===== src/rtl/input_16.sv =====
// input_16: framing stage ahead of the 16-bit calculator.
// Collects an opcode and two 16-bit operands from the tagged 10-bit host bus.
// When a frame is complete it issues a one-cycle start, then holds off new
// frames until the calculator reports done_calc.
module input_16 #(
    parameter int TIMEOUT = 64,
    parameter int CNT_W   = 8
) (
    input  logic        clock,
    input  logic        reset,
    input  logic [9:0]  data_in,
    input  logic        done_calc,
    output logic [7:0]  opcode,
    output logic [15:0] operand_a,
    output logic [15:0] operand_b,
    output logic        start,
    output logic        busy,
    output logic        frame_err,
    output logic [7:0]  err_count
);

    typedef enum logic [2:0] {
        IDLE,
        A_HI,
        A_LO,
        B_HI,
        B_LO,
        ISSUE,
        WAIT_DONE
    } state_t;

    localparam logic [CNT_W-1:0] GAP_LIMIT = CNT_W'(TIMEOUT - 1);

    state_t           state;
    state_t           next_state;
    logic [7:0]       payload;
    logic [1:0]       tag;
    logic [7:0]       op_shadow;
    logic [7:0]       a_hi_shadow;
    logic [7:0]       a_lo_shadow;
    logic [7:0]       b_hi_shadow;
    logic [CNT_W-1:0] gap_cnt;
    logic             err_set;
    logic             gap_clr;
    logic             gap_inc;
    logic             load_op;
    logic             load_a_hi;
    logic             load_a_lo;
    logic             load_b_hi;
    logic             issue_load;

    assign payload = data_in[9:2];
    assign tag     = data_in[1:0];

    // Next-state decode plus the strobes that steer shadow loads, gap counting and errors.
    always_comb begin
        next_state = state;
        err_set    = 1'b0;
        gap_clr    = 1'b0;
        gap_inc    = 1'b0;
        load_op    = 1'b0;
        load_a_hi  = 1'b0;
        load_a_lo  = 1'b0;
        load_b_hi  = 1'b0;
        issue_load = 1'b0;
        case (state)
            IDLE: begin
                if (tag == 2'b01) begin
                    load_op    = 1'b1;
                    gap_clr    = 1'b1;
                    next_state = A_HI;
                end else if (tag == 2'b11) begin
                    err_set = 1'b1;
                end
            end
            A_HI, A_LO, B_HI, B_LO: begin
                case (tag)
                    2'b11: begin
                        gap_clr = 1'b1;
                        case (state)
                            A_HI: begin
                                load_a_hi  = 1'b1;
                                next_state = A_LO;
                            end
                            A_LO: begin
                                load_a_lo  = 1'b1;
                                next_state = B_HI;
                            end
                            B_HI: begin
                                load_b_hi  = 1'b1;
                                next_state = B_LO;
                            end
                            default: begin
                                issue_load = 1'b1;
                                next_state = ISSUE;
                            end
                        endcase
                    end
                    2'b00: begin
                        if (gap_cnt >= GAP_LIMIT) begin
                            err_set    = 1'b1;
                            gap_clr    = 1'b1;
                            next_state = IDLE;
                        end else begin
                            gap_inc = 1'b1;
                        end
                    end
                    2'b01: begin
                        load_op    = 1'b1;
                        gap_clr    = 1'b1;
                        err_set    = 1'b1;
                        next_state = A_HI;
                    end
                    default: begin
                        gap_clr    = 1'b1;
                        next_state = IDLE;
                    end
                endcase
            end
            ISSUE: begin
                err_set    = tag[0];
                next_state = WAIT_DONE;
            end
            WAIT_DONE: begin
                err_set = tag[0];
                if (done_calc) begin
                    next_state = IDLE;
                end
            end
            default: begin
                next_state = IDLE;
            end
        endcase
    end

    // State register.
    always_ff @(posedge clock or posedge reset) begin
        if (reset) begin
            state <= IDLE;
        end else begin
            state <= next_state;
        end
    end

    // Consecutive idle-tag counter used for the mid-frame timeout; it saturates instead of wrapping.
    always_ff @(posedge clock or posedge reset) begin
        if (reset) begin
            gap_cnt <= '0;
        end else if (gap_clr) begin
            gap_cnt <= '0;
        end else if (gap_inc && (gap_cnt != '1)) begin
            gap_cnt <= gap_cnt + 1'b1;
        end
    end

    // Shadow registers that hold the frame fields while it is still arriving.
    always_ff @(posedge clock or posedge reset) begin
        if (reset) begin
            op_shadow   <= '0;
            a_hi_shadow <= '0;
            a_lo_shadow <= '0;
            b_hi_shadow <= '0;
        end else begin
            if (load_op) begin
                op_shadow <= payload;
            end
            if (load_a_hi) begin
                a_hi_shadow <= payload;
            end
            if (load_a_lo) begin
                a_lo_shadow <= payload;
            end
            if (load_b_hi) begin
                b_hi_shadow <= payload;
            end
        end
    end

    // Issued fields load on the edge entering ISSUE; the final byte bypasses its shadow.
    always_ff @(posedge clock or posedge reset) begin
        if (reset) begin
            opcode    <= '0;
            operand_a <= '0;
            operand_b <= '0;
        end else if (issue_load) begin
            opcode    <= op_shadow;
            operand_a <= {a_hi_shadow, a_lo_shadow};
            operand_b <= {b_hi_shadow, payload};
        end
    end

    // Registered handshake and error outputs, derived from the upcoming state.
    always_ff @(posedge clock or posedge reset) begin
        if (reset) begin
            start     <= 1'b0;
            busy      <= 1'b0;
            frame_err <= 1'b0;
            err_count <= '0;
        end else begin
            start     <= (next_state == ISSUE);
            busy      <= (next_state == ISSUE) || (next_state == WAIT_DONE);
            frame_err <= err_set;
            if (err_set && (err_count != 8'hFF)) begin
                err_count <= err_count + 8'd1;
            end
        end
    end

endmodule

===== config.mk =====
export PLATFORM = sky130hd
export DESIGN_NAME = input_16
export DESIGN_NICKNAME = d
export VERILOG_FILES = /design/src/rtl/input_16.sv
export SDC_FILE = /design/constraint.sdc
export NUM_CORES = 1
export LEC_CHECK = 0
export CORE_MARGIN = 1.5
export CORE_UTILIZATION = 40
export CTS_BUF_LIST = sky130_fd_sc_hd__clkbuf_8
export DETAILED_ROUTE_END_ITERATION = 8
export GPL_ROUTABILITY_DRIVEN = 0
export PLACE_DENSITY_LB_ADDON = 0.2
export SYNTH_ARGS = -nofsm -noshare
export SYNTH_HDL_FRONTEND = slang
export SYNTH_SLANG_ARGS = --single-unit

===== constraint.sdc =====
create_clock -name clock -period 3.78 [get_ports clock]
set_clock_uncertainty 0.05 [all_clocks]
set_input_delay 0.945 -clock clock [delete_from_list [all_inputs] [get_ports clock]]
set_output_delay 0.945 -clock clock [all_outputs]
set_load 0.02 [all_outputs]

==> impl_results.md, run 1 <==
- Status: finished, final reports clean
- Clock share of power: 0.221
- CTS tree: built
- Port Buf Inserts: 63
- Crit end category: register
- Place WS: 0.8032 ns
- Die Y: 101.5 µm
- Vias: 2,667
- CP Launch Type: primary input
- Worst Hold Class: reg -> reg
- Internal: 2269 µW
- Die width: 101.5 µm
- Worst-path fanout max: 9
- Power density cells: 698.6 mW/mm²
- Hold Crit Start: op_shadow[7]
- Initial antenna violation count: 0
- Mean Syn Cell Area: 11.03 µm²
- Yosys cell types: 39
- Detailed-route DRC error count: 0
- Combinational power share: 0.324
- Leak pwr: 0.002304 µW
- Synth Cell Area: 0.003882 mm²
- Period minus WS final: 2.607 ns
- Post-route ant nets: 0
- Total gr overflow: 0
- Clock latency on the worst-skew pair: 0.35 ns
- First-pass GRT wire length: 13,390 µm
- Top post-synthesis cells by area: dfrtp_1 (61%), nand2_1 (13%), mux2_2 (9.6%), xor2_1 (2.5%), buf_6 (1.5%)
- Rel. slew slack: 0.6363
- Clk slew on worst S/H paths: 0.09 ns
- Async S/R FF share, synth: 1.000
- R2R Path End: operand_a[14]
- CTS max path bufs: 2
- Dpl cells: 534
- Clk root buf: clkbuf_8
- # fillers: 879
- Top cell type's share of synthesized area: 0.6059
- R2R depth: 6
- Floorplan row count: 35
- Max Cap Viol: 0
- Worst-path cell chain: clkdlybuf4s50_1 -> nand3b_1 -> a21oi_2 -> o211ai_4 -> nor2_1 -> mux2_2
- DR WL/cell: 14.26 µm
- Yosys top cell by area: dfrtp_1
- Vias per cell: 4.849
- Number of flops mapped to enable cells by yosys: 0
- Synthesized flop and latch total: 94
- Final number of hold-violating endpoints: 0
- Setup CP Type: in -> reg
- Clk sink count: 94
- Reg area: 0.002352 mm²
- Die area: 0.01031 mm²
- Worst R2R Start: state[1]
- Layout Nets: 431
- Hold_buf cts: 0
- Seq pwr share: 0.455
- H-tree Lvls: 3
- Most numerous cell in the Yosys netlist: nand2_1
- NetSw: 1113 µW
- Layout cells sized above 1: 0.1544
- Min-Delay Path Depth: 2
- Worst Tran Pin Value: 0.5450 ns
- Period utilisation layout: 0.6898
- Initial Util: 0.4162
- Post-CTS sizing: 0
- Final setup vio count: 0
- Core area: 0.009328 mm²
- Ant diodes: 0
- Register area share after synthesis: 0.6059
- Multi-input logic area: 0.001416 mm²
- VDD IR max: 0.0002693 V
- Tot GR Track Use: 0.1679
- Number of global-route vias before repair: 2,713
- Post-CTS setup buffers: 0
- Synth cell count leaders: nand2_1 (137), dfrtp_1 (94), mux2_2 (33)
- Setup_tns: 0 ns
- CP required: 3.96 ns
- Syn nets: 367
- Ys Warns: 0
- I/O Pins: 64
- Slowest cell delay on critical path: 0.62 ns
- Slew Viols, Final: 0
- Synth Flop Type: dfrtp_1
- Fin cells: 550
- Max frequency: 383.5 MHz
- Inserted Clock Buffers: 9
- CP max stage cell: clkdlybuf4s50_1
- Final worst setup slack: 1.173 ns
- RSZ-0062 raised after global routing: false
- DRT iter0 DRCs: 63
- Synthesis-to-layout area growth: 24.69%
- Worst Hold End: opcode[7]
- Design Power: 3382 µW
- Post-Syn Instances: 352
- Drt pass-1 iters: 4
- Total wire length: 7843 µm
- Switching Fraction: 0.3291
- CP arrival: 2.79 ns
- Dpl hpwl: 5174 µm
- Reg2Reg Setup Slack: 1.65 ns
- Largest net degree at the start of global routing: 54
[state kept, by name, indices dropped and copies added, names as in the netlist, 3 cells and up]
name         flops
a_hi_shadow      8
b_hi_shadow      8
operand_b       16
a_lo_shadow      8
op_shadow        8
state            3
opcode           8
gap_cnt          8
operand_a       16
err_count        8
[power by group through the flow]
| stage | Combinational [µW] | Sequential [µW] | Clock (µW) |
|---|---|---|---|
| 3_5_place_dp | 1110 | 1560 | 0 |
| 3_3_place_gp | 1090 | 1550 | 0 |
| 4_1_cts | 1110 | 1540 | 771 |
| 6_report | 1100 | 1540 | 747 |
| 2_1_floorplan | 390 | 1750 | 0 |
| 5_1_grt | 1200 | 1590 | 811 |
[layout make-up]
| cell class | count | area share |
|---|---|---|
| timing repair buffer | 65 | 0.1360 |
| clock buffer | 10 | 0.02843 |
| inverter | 4 | 0.004652 |
| tap | 129 | 0.03334 |
| multi-input combinational | 242 | 0.2926 |
| clock inverter | 6 | 0.01913 |
| sequential | 94 | 0.4859 |
[cell families (layout without fill, tap and decap cells)]
group,Yosys count,after routing,share of synthesized area
and+or+nand+nor,176,176,0.1966
DFF,94,94,0.6059
muxes,33,33,0.09571
AOI/OAI and AO/OA,19,19,0.03900
buffers and inverters,16,85,0.02933
xor gates and xnor gates,12,12,0.02707
adders and majority gates,2,2,0.006444
[placed cells by master (no fill, tap or decap), drive strengths merged, types with 4 or more instances in the layout]
master	count
nand2	138
dfrtp	94
clkdlybuf4s50	63
mux2	33
xor2	11
clkbuf	10
nor2	10
o21ai	6
nand3	5
inv	4
[layer usage]
layer / up-vias / GRT usage / share of wire / wire, µm
li1: 1275 / - / - / -
met1: 1331 / 0.2395 / 0.50 / 3892
met2: 53 / 0.2621 / 0.46 / 3609
met3: 8 / 0.02277 / 0.027 / 212
met4: 0 / 0.06410 / 0.016 / 129
met5: - / 0 / 0 / 0
[worst max-delay path by stage]
| stage | startpoint | to | slack (ns) | cells past startpoint |
|---|---|---|---|---|
| final | data_in[1] | err_count[1] | 1.17 | 6 |
| after global routing | data_in[0] | opcode[0] | 1.03 | 7 |
| after CTS | data_in[1] | err_count[1] | 1.18 | 6 |
| after detailed placement | data_in[1] | err_count[1] | 0.80 | 6 |
| after global placement | data_in[0] | opcode[2] | 0.85 | 7 |
| after floorplan | reset | a_hi_shadow[0] | 0.34 | 1 |
[per-stage QoR]
step	utilization	cell area [µm²]	hold WS (ns)
floorplan	-	3882	0.3819
global placement	0.4943	4611	0.3936
detailed placement	0.4943	4611	0.4023
CTS	0.5190	4841	0.4243
global route	0.5190	4841	0.4451
finish	0.5190	4841	0.4201
[worst max-delay path: cells and delay by family]
kind | cells | cell delay (ns)
buf+inv | 1 | 0.62
simple gates | 2 | 0.48
compound gates | 2 | 0.39
mux | 1 | 0.36
No activity file was read; power rests on OpenSTA's default activity.
==> run 2, diff against run 1 <==
clock period = 2.7 ns   (was 3.78 ns; I/O delays follow)
==> impl_results.md, run 2 (same netlist as run 1, synthesis figures left out) <==
- Status: finished, final reports clean
- CP delay by family, top: buffers and inverters
- Post-CTS sizing: 0 (unchanged)
- Worst-path fanout max: 8 (-1)
- Worst-path cell chain: clkdlybuf4s50_1 -> buf_4 -> nand3b_1 -> a21oi_2 -> o211ai_4 -> nor2_1 -> mux2_2
- Period utilisation layout: 0.8279
- Most common cell after layout, fill and taps aside: nand2_1
- CP Launch Type: primary input
- Tot GR Track Use: 0.1678 (about the same)
- CTS max path bufs: 2 (unchanged)
- Core area: 0.009328 mm² (unchanged)
- R2R depth: 5 (-1)
- Worst Tran Pin Value: 0.5112 ns (-0.03379 ns)
- Reg2Reg Setup Slack: 0.75 ns (-0.90 ns)
- Drt pass-1 iters: 4 (unchanged)
- Synthesis-to-layout area growth: 24.40%
- Leak pwr: 0.002309 µW (+0.21%)
- DR WL/cell: 13.95 µm (-2.2%)
- CTS tree: built
- Clk slew on worst S/H paths: 0.08 ns (about the same)
- Clk sink count: 94 (unchanged)
- Post-layout util: 0.5178 (-0.001208)
- Dpl hpwl: 5118 µm (-1.1%)
- Min-Delay Path Depth: 2 (unchanged)
- Worst Hold Class: reg -> reg
- Max frequency: 447.4 MHz
- Crit end category: register
- Detailed-route DRC error count: 0 (unchanged)
- Final setup vio count: 0 (unchanged)
- Ant diodes: 0 (unchanged)
- Vias: 2,637 (-1.1%)
- Layout Nets: 437 (+1.4%)
- Hold Crit Start: op_shadow[0]
- Total gr overflow: 0 (unchanged)
- Initial Util: 0.4162 (unchanged)
- Die area: 0.01031 mm² (unchanged)
- Fin cells: 555 (+0.91%)
- First-pass GRT wire length: 13,250 µm (-1.0%)
- Largest net degree at the start of global routing: 95 (+76%)
- Clock latency on the worst-skew pair: 0.34 ns (about the same)
- Max Cap Viol: 0 (unchanged)
- Clk root buf: clkbuf_8
- VDD IR max: 0.0003897 V (+45%)
- Hold_buf cts: 0 (unchanged)
- Slew Viols, Final: 0 (unchanged)
- Initial antenna violation count: 0 (unchanged)
- Post-CTS setup buffers: 0 (unchanged)
- Die width: 101.5 µm (unchanged)
- DRT iter0 DRCs: 80 (+27%)
- Port Buf Inserts: 63 (unchanged)
- H-tree Lvls: 3 (unchanged)
- Setup_tns: 0 ns (unchanged)
- Worst R2R Start: state[2]
- Power density cells: 933.2 mW/mm² (+34%)
- Smallest hold slack: 0.4088 ns (-0.01132 ns)
- Dpl cells: 540 (+1.1%)
- Biggest regs: operand_a: 16 flops, operand_b: 16 flops
- Post-route ant nets: 0 (unchanged)
- Worst Hold End: opcode[0]
- Floorplan row count: 35 (unchanged)
- I/O Pins: 64 (unchanged)
- Rel. slew slack: 0.6567 (+0.02047)
- RSZ-0062 raised after global routing: false
- Final number of hold-violating endpoints: 0 (unchanged)
- Slowest cell delay on critical path: 0.58 ns (-0.04 ns)
- Buf+Inv Stages, Crit Path: 2 (+1)
- CP arrival: 2.41 ns (-0.38 ns)
- R2R Path End: err_count[1]
- Most frequent cells in the layout: nand2_1 (137), dfrtp_1 (94), clkdlybuf4s50_1 (63), mux2_2 (33), xor2_1 (11)
- Layout cells sized above 1: 0.1643 (+0.009925)
- CP required: 2.88 ns (-1.08 ns)
- Number of global-route vias before repair: 2,657 (-2.1%)
- Vias per cell: 4.751 (-2.0%)
- Total wire length: 7742 µm (-1.3%)
- Inserted Clock Buffers: 9 (unchanged)
- Die Y: 101.5 µm (unchanged)
- Period minus WS final: 2.235 ns
- CP max stage cell: clkdlybuf4s50_1
- Setup CP Type: in -> reg
run 2: cell types whose count changed in the layout (fill, tap and decap cells not counted):
cell	before	now
inv_4	1	0
bufinv_16	2	0
buf_4	1	7
clkinv_2	0	2
run 2: area by class of cell:
class,count,area (µm²)
fillers,869,4498
flip-flops and latches,94,2352
multi-input cells,242,1416
repair buffers,71,703.2
well taps,129,161.4
clock buffers,10,137.6
clock inverters,5,35.03
inverters,4,23.77
run 2: worst max path at each step:
stage                     from      endpoint  slack [ns]  cells past startpoint
floorplan           data_in[1]  err_count[1]        0.63                      6
global placement    data_in[1]  err_count[1]        0.14                      6
detailed placement  data_in[1]  err_count[1]        0.10                      7
CTS                 data_in[1]  err_count[1]        0.48                      7
global route        data_in[1]  err_count[1]        0.37                      7
finish              data_in[1]  err_count[1]        0.46                      7
run 2: power breakdown:
part / total [µW] / internal, µW / switching, µW / leakage (µW)
logic: 1540 / 770 / 769 / 0.000989
clock network: 827 / 357 / 470 / 0.0000885
registers: 2140 / 1860 / 280 / 0.00123
run 2: worst min-delay path, stage by stage, from the launching register on:
cell	delay [ns]
dfrtp_1	0.34
nand2_1	0.05
nand2_1	0.04
run 2: per-layer routing:
layer,global-route usage,wire length [µm],up-vias,share of wire
li1,-,-,1285,-
met1,0.2393,3841,1299,0.50
met2,0.2569,3571,47,0.46
met3,0.03106,251,6,0.032
met4,0.06090,78,0,0.010
met5,0,0,-,0
run 2: through the flow:
| stage | worst slack, ns | total power (µW) | area, µm² |
|---|---|---|---|
| 3_3_place_gp | 0.1382 | 3695 | 4657 |
| 4_1_cts | 0.4795 | 4573 | 4830 |
| 2_1_floorplan | 0.6277 | 2999 | 3886 |
| 3_5_place_dp | 0.1008 | 3727 | 4657 |
| 6_report | 0.4648 | 4507 | 4830 |
| 5_1_grt | 0.3731 | 4807 | 4830 |
==> run 3, diff against run 2 <==
clock period = 2.14 ns   (was 2.7 ns; I/O delays follow)
==> impl_results.md, run 3 (same netlist as run 1, synthesis figures left out) <==
- I/O Pins: 64 (unchanged)
- Total wire length: 7925 µm (+2.4%)
- Layout Nets: 455 (+4.1%)
- Ant diodes: 0 (unchanged)
- CP arrival: 2.24 ns (-0.17 ns)
- Max frequency: 489.5 MHz
- DR WL/cell: 13.81 µm (-1.0%)
- VDD IR max: 0.0003858 V (-0.99%)
- Layout cells sized above 1: 0.2022 (+0.03793)
- CP Launch Type: primary input
- Rel. slew slack: 0.6139 (-0.04285)
- Clk root buf: clkbuf_8
- Crit end category: register
- Die width: 101.5 µm (unchanged)
- Initial Util: 0.4162 (unchanged)
- Most frequent cells in the layout: nand2_1 (137), dfrtp_1 (94), clkdlybuf4s50_1 (63), mux2_2 (33), buf_4 (18)
- Multi-input logic area: 0.001426 mm² (+0.71%)
- Period minus WS final: 2.043 ns
- Smallest hold slack: 0.4170 ns (+0.008196 ns)
- CTS tree: built
- Die area: 0.01031 mm² (unchanged)
- Worst Hold Class: reg -> reg
- Dpl hpwl: 5536 µm (+8.2%)
- Setup CP Type: in -> reg
- Most common cell after layout, fill and taps aside: nand2_1
- Drt pass-1 iters: 4 (unchanged)
- Inserted Clock Buffers: 9 (unchanged)
- Detailed-route DRC error count: 0 (unchanged)
- Worst-path fanout max: 6 (-2)
- Max Cap Viol: 0 (unchanged)
- Tot GR Track Use: 0.1727 (+0.004900)
- Status: finished, final reports clean
- Final worst setup slack: 0.09715 ns (-0.3676 ns)
- RSZ-0062 raised after global routing: false
- Total gr overflow: 0 (unchanged)
- Post-route ant nets: 0 (unchanged)
- Initial antenna violation count: 0 (unchanged)
- Hold_buf cts: 0 (unchanged)
- Largest net degree at the start of global routing: 49 (-48%)
- CTS max path bufs: 2 (unchanged)
- Biggest regs: operand_a: 16 flops, operand_b: 16 flops
- Floorplan row count: 35 (unchanged)
- Leak pwr: 0.002423 µW (+5.0%)
- Die Y: 101.5 µm (unchanged)
- Power density cells: 1142 mW/mm² (+22%)
- Reg area: 0.002352 mm² (unchanged)
- Vias per cell: 4.732 (-0.41%)
- Fin cells: 574 (+3.4%)
- Clk slew on worst S/H paths: 0.09 ns (about the same)
- First-pass GRT wire length: 13,560 µm (+2.3%)
- Period utilisation layout: 0.9546
- Port Buf Inserts: 63 (unchanged)
- Core area: 0.009328 mm² (unchanged)
- Synthesis-to-layout area growth: 30.58%
- Worst Tran Pin Value: 0.5770 ns (+0.06581 ns)
- Clk sink count: 94 (unchanged)
- # fillers: 878 (+1.0%)
- Final number of hold-violating endpoints: 0 (unchanged)
- Vias: 2,716 (+3.0%)
- Place WS: -0.3110 ns (-0.4119 ns)
- Number of global-route vias before repair: 2,765 (+4.1%)
- Final setup vio count: 0 (unchanged)
- CP required: 2.33 ns (-0.55 ns)
- DRT iter0 DRCs: 67 (-16%)
- Clock latency on the worst-skew pair: 0.36 ns (+0.02 ns)
- Slew Viols, Final: 0 (unchanged)
- Dpl cells: 558 (+3.3%)
- H-tree Lvls: 3 (unchanged)
[run 3: cell types whose count changed in the layout (fill, tap and decap cells not counted), sizes merged]
cell	before	now
buf	8	26
clkbuf	10	9
clkinv	4	2
clkinvlp	2	3
inv	3	6
[run 3: layer usage]
metal,GRT usage,share of wire,wire [µm],up-vias
met3,0.04348,0.035,278,10
li1,-,-,-,1324
met5,0,0,0,-
met1,0.2314,0.48,3829,1336
met4,0.07906,0.016,129,0
met2,0.2651,0.47,3688,46
[run 3: worst paths after layout]
path | start | slack [ns] | cells past startpoint | endpoint
min in group asynchronous | reset | 0.48 | 2 | err_count[5]
min | a_hi_shadow[6] | 0.42 | 2 | operand_a[14]
max in group asynchronous | reset | 0.98 | 3 | state[1]
min reg2reg | a_hi_shadow[6] | 0.42 | 2 | operand_a[14]
max reg2reg | gap_cnt[0] | 0.27 | 6 | err_count[1]
max | data_in[1] | 0.1 | 7 | err_count[1]
[run 3: what timing repair did]
item	CTS	global route
resized for setup	0	2
setup buffers	0	0
endpoints found under the setup margin	0	1
[run 3: final cells by class]
cell class,count,area share
Sequential cell,94,0.4640
Tap cell,129,0.03184
Timing Repair Buffer,89,0.1826
Multi-Input combinational cell,242,0.2813
Clock inverter,7,0.01111
Inverter,4,0.004689
Clock buffer,9,0.02443
[run 3: through the flow]
stage	utilization	instance area, µm²	total power [µW]	TNS [ns]
detailed placement	0.5231	4880	4767	-14.14
CTS	0.5425	5060	5858	0
global placement	0.5231	4880	4721	-10.97
floorplan	-	3886	3784	0
finish	0.5435	5070	5792	0
global route	0.5435	5070	6166	0
[run 3: power breakdown]
group | total, µW | internal (µW) | switching [µW] | leakage (µW)
sequential | 2700 | 2350 | 351 | 0.00123
clock | 1080 | 437 | 647 | 0.0000896
combinational | 2010 | 1020 | 988 | 0.00110
total | 5790 | 3810 | 1990 | 0.00242
[run 3: critical path: stages]
cell	delay [ns]
clkdlybuf4s50_1	0.55
buf_4	0.15
nand3b_1	0.12
a21oi_2	0.23
o211ai_4	0.14
nor2_1	0.17
mux2_2	0.34
==> variant, RTL diff (config.mk and constraints of run 3) <==
Encoding of `state_t`: now one-hot (7 bits for 7 states).
--- a/src/rtl/input_16.sv
+++ b/src/rtl/input_16.sv
@@ -19,14 +19,14 @@
     output logic [7:0]  err_count
 );
 
-    typedef enum logic [2:0] {
-        IDLE,
-        A_HI,
-        A_LO,
-        B_HI,
-        B_LO,
-        ISSUE,
-        WAIT_DONE
+    typedef enum logic [6:0] {
+        IDLE      = 7'b0000001,
+        A_HI      = 7'b0000010,
+        A_LO      = 7'b0000100,
+        B_HI      = 7'b0001000,
+        B_LO      = 7'b0010000,
+        ISSUE     = 7'b0100000,
+        WAIT_DONE = 7'b1000000
     } state_t;
 
     localparam logic [CNT_W-1:0] GAP_LIMIT = CNT_W'(TIMEOUT - 1);
Check against the original RTL: same outputs for any inputs over 4 cycles, from zero or initial values and one cycle with reset high; so few cycles prove little.
==> variant against run 3 <==
The flow now finishes with violations (setup timing). Sequential cell count grew 4. Synthesized cell count down 14%. Maximum frequency down 4.8%. Die area up 7.8%. Worst setup slack worse by 0.10 ns. Area after synthesis rose by 8.1%. Count of clock-buffer cells in the layout unchanged. Final area grew 11%. Global-route usage down 0.63 points. Via count rose by 4.3%. Routed wire length is 7.9% higher.
Power is not compared: it rests on default switching activity, and its combinational part moved more than twofold at a synthesized area within 25%.
==> variant: results <==
set metrics [dict create \
    grt_pass1_vias 2938 \
    grt_max_degree 37 \
    placedCellCount 533 \
    hold_ws_ns 0.451 \
    fin_ws_ns -0.00564 \
    r2r-start "state[2]" \
    n_fill_cell 885 \
    routedWlPerCell_microns 15.4 \
    worst-slew-pin-transition_ns 0.453 \
    drive_above_1_share_pct 39.2 \
    place_ws_ns -0.417 \
    track_usage_pct 16.6 \
    fin_tns_setup_ns -0.00993 \
    postSynthAreaPerCell_sq_um 13.8 \
    synth_cell_types 53 \
    crit_family "simple AND/OR/NAND/NOR gates" \
    drt_iter0_drc 71 \
    grt_pass1_wl_microns 14400 \
    antenna_found_initial 0 \
    seqCellArea_sq_um 2450 \
    finalSetupViolCount 3 \
    reg2reg_to "err_count[5]" \
    status "finished, violations left" \
    worst-path-max-fanout 5 \
    fin_nets 428 \
    synthTopCellsByArea "dfrtp_1 58%, mux2_2 19%, xnor2_1 1.5%, a21oi_1 1.1%, and3_1 1.0%" \
    start_kind "register" \
    num_vias 2833 \
    reg2reg_depth 7 \
    cp_slowest_cell "or4b_4" \
    worstHoldStart "a_hi_shadow[6]" \
    hpwlAfterDp_microns 5920 \
    vias_per_cell 5.11 \
    syn-num-nets 319 \
    yosys-top-cells-count "97 x dfrtp_1, 72 x mux2_2, 9 x a21oi_1, 9 x nor2_1, 8 x o21ai_0" \
    violations "setup timing" \
    ys_seq_area_share_pct 58.5 \
    dpl_cell_area_sq_um 5340 \
    arrival_ns 2.34 \
    min_path_cells 1 \
]
[variant: report_power, final]
group          internal, uW  switching, uW
clock network           551            648
registers              2080            148
logic                   508            440
[variant: worst reg2reg max path: stages, from the launching register on]
cell	delay, ns
dfrtp_1	0.44
or4b_4	0.55
o221a_4	0.14
a2111oi_4	0.31
buf_4	0.20
buf_6	0.10
o211ai_1	0.09
xnor2_1	0.14
[variant: kinds of logic (layout without fill, tap and decap cells)]
kind of cell | Yosys count | after routing | share of synthesized area, %
AO/OA/AOI/OAI | 42 | 42 | 7.54
adder cells (fa/ha/maj) | 2 | 2 | 0.596
flip-flops | 98 | 98 | 58.5
XOR/XNOR | 8 | 8 | 1.67
AND/OR/NAND/NOR | 58 | 58 | 9.00
multiplexers | 77 | 77 | 20.6
buffers and inverters | 19 | 133 | 2.12
[variant: layout make-up]
cell class	instances	share of cell area, %
Inverter	4	0.333
Timing Repair Buffer	113	18.9
Tap cell	136	3.02
Clock buffer	9	2.20
Sequential cell	98	43.5
Multi-Input combinational cell	187	30.7
Clock inverter	7	1.33
[variant: metal layers]
| layer | part of all wire (%) | vias up | routed length [microns] | global-route usage [%] |
|---|---|---|---|---|
| li1 | - | 1318 | - | - |
| met1 | 47 | 1451 | 4050 | 22.3 |
| met2 | 46 | 52 | 3930 | 25.0 |
| met3 | 4.9 | 12 | 415 | 5.07 |
| met4 | 1.8 | 0 | 155 | 7.05 |
| met5 | 0 | - | 0 | 0 |
[variant: timing repair]
item	CTS	global route
pin swaps	1	6
buffers inserted	1	4
gates resized for setup	1	13
endpoints found under the setup margin	8	43
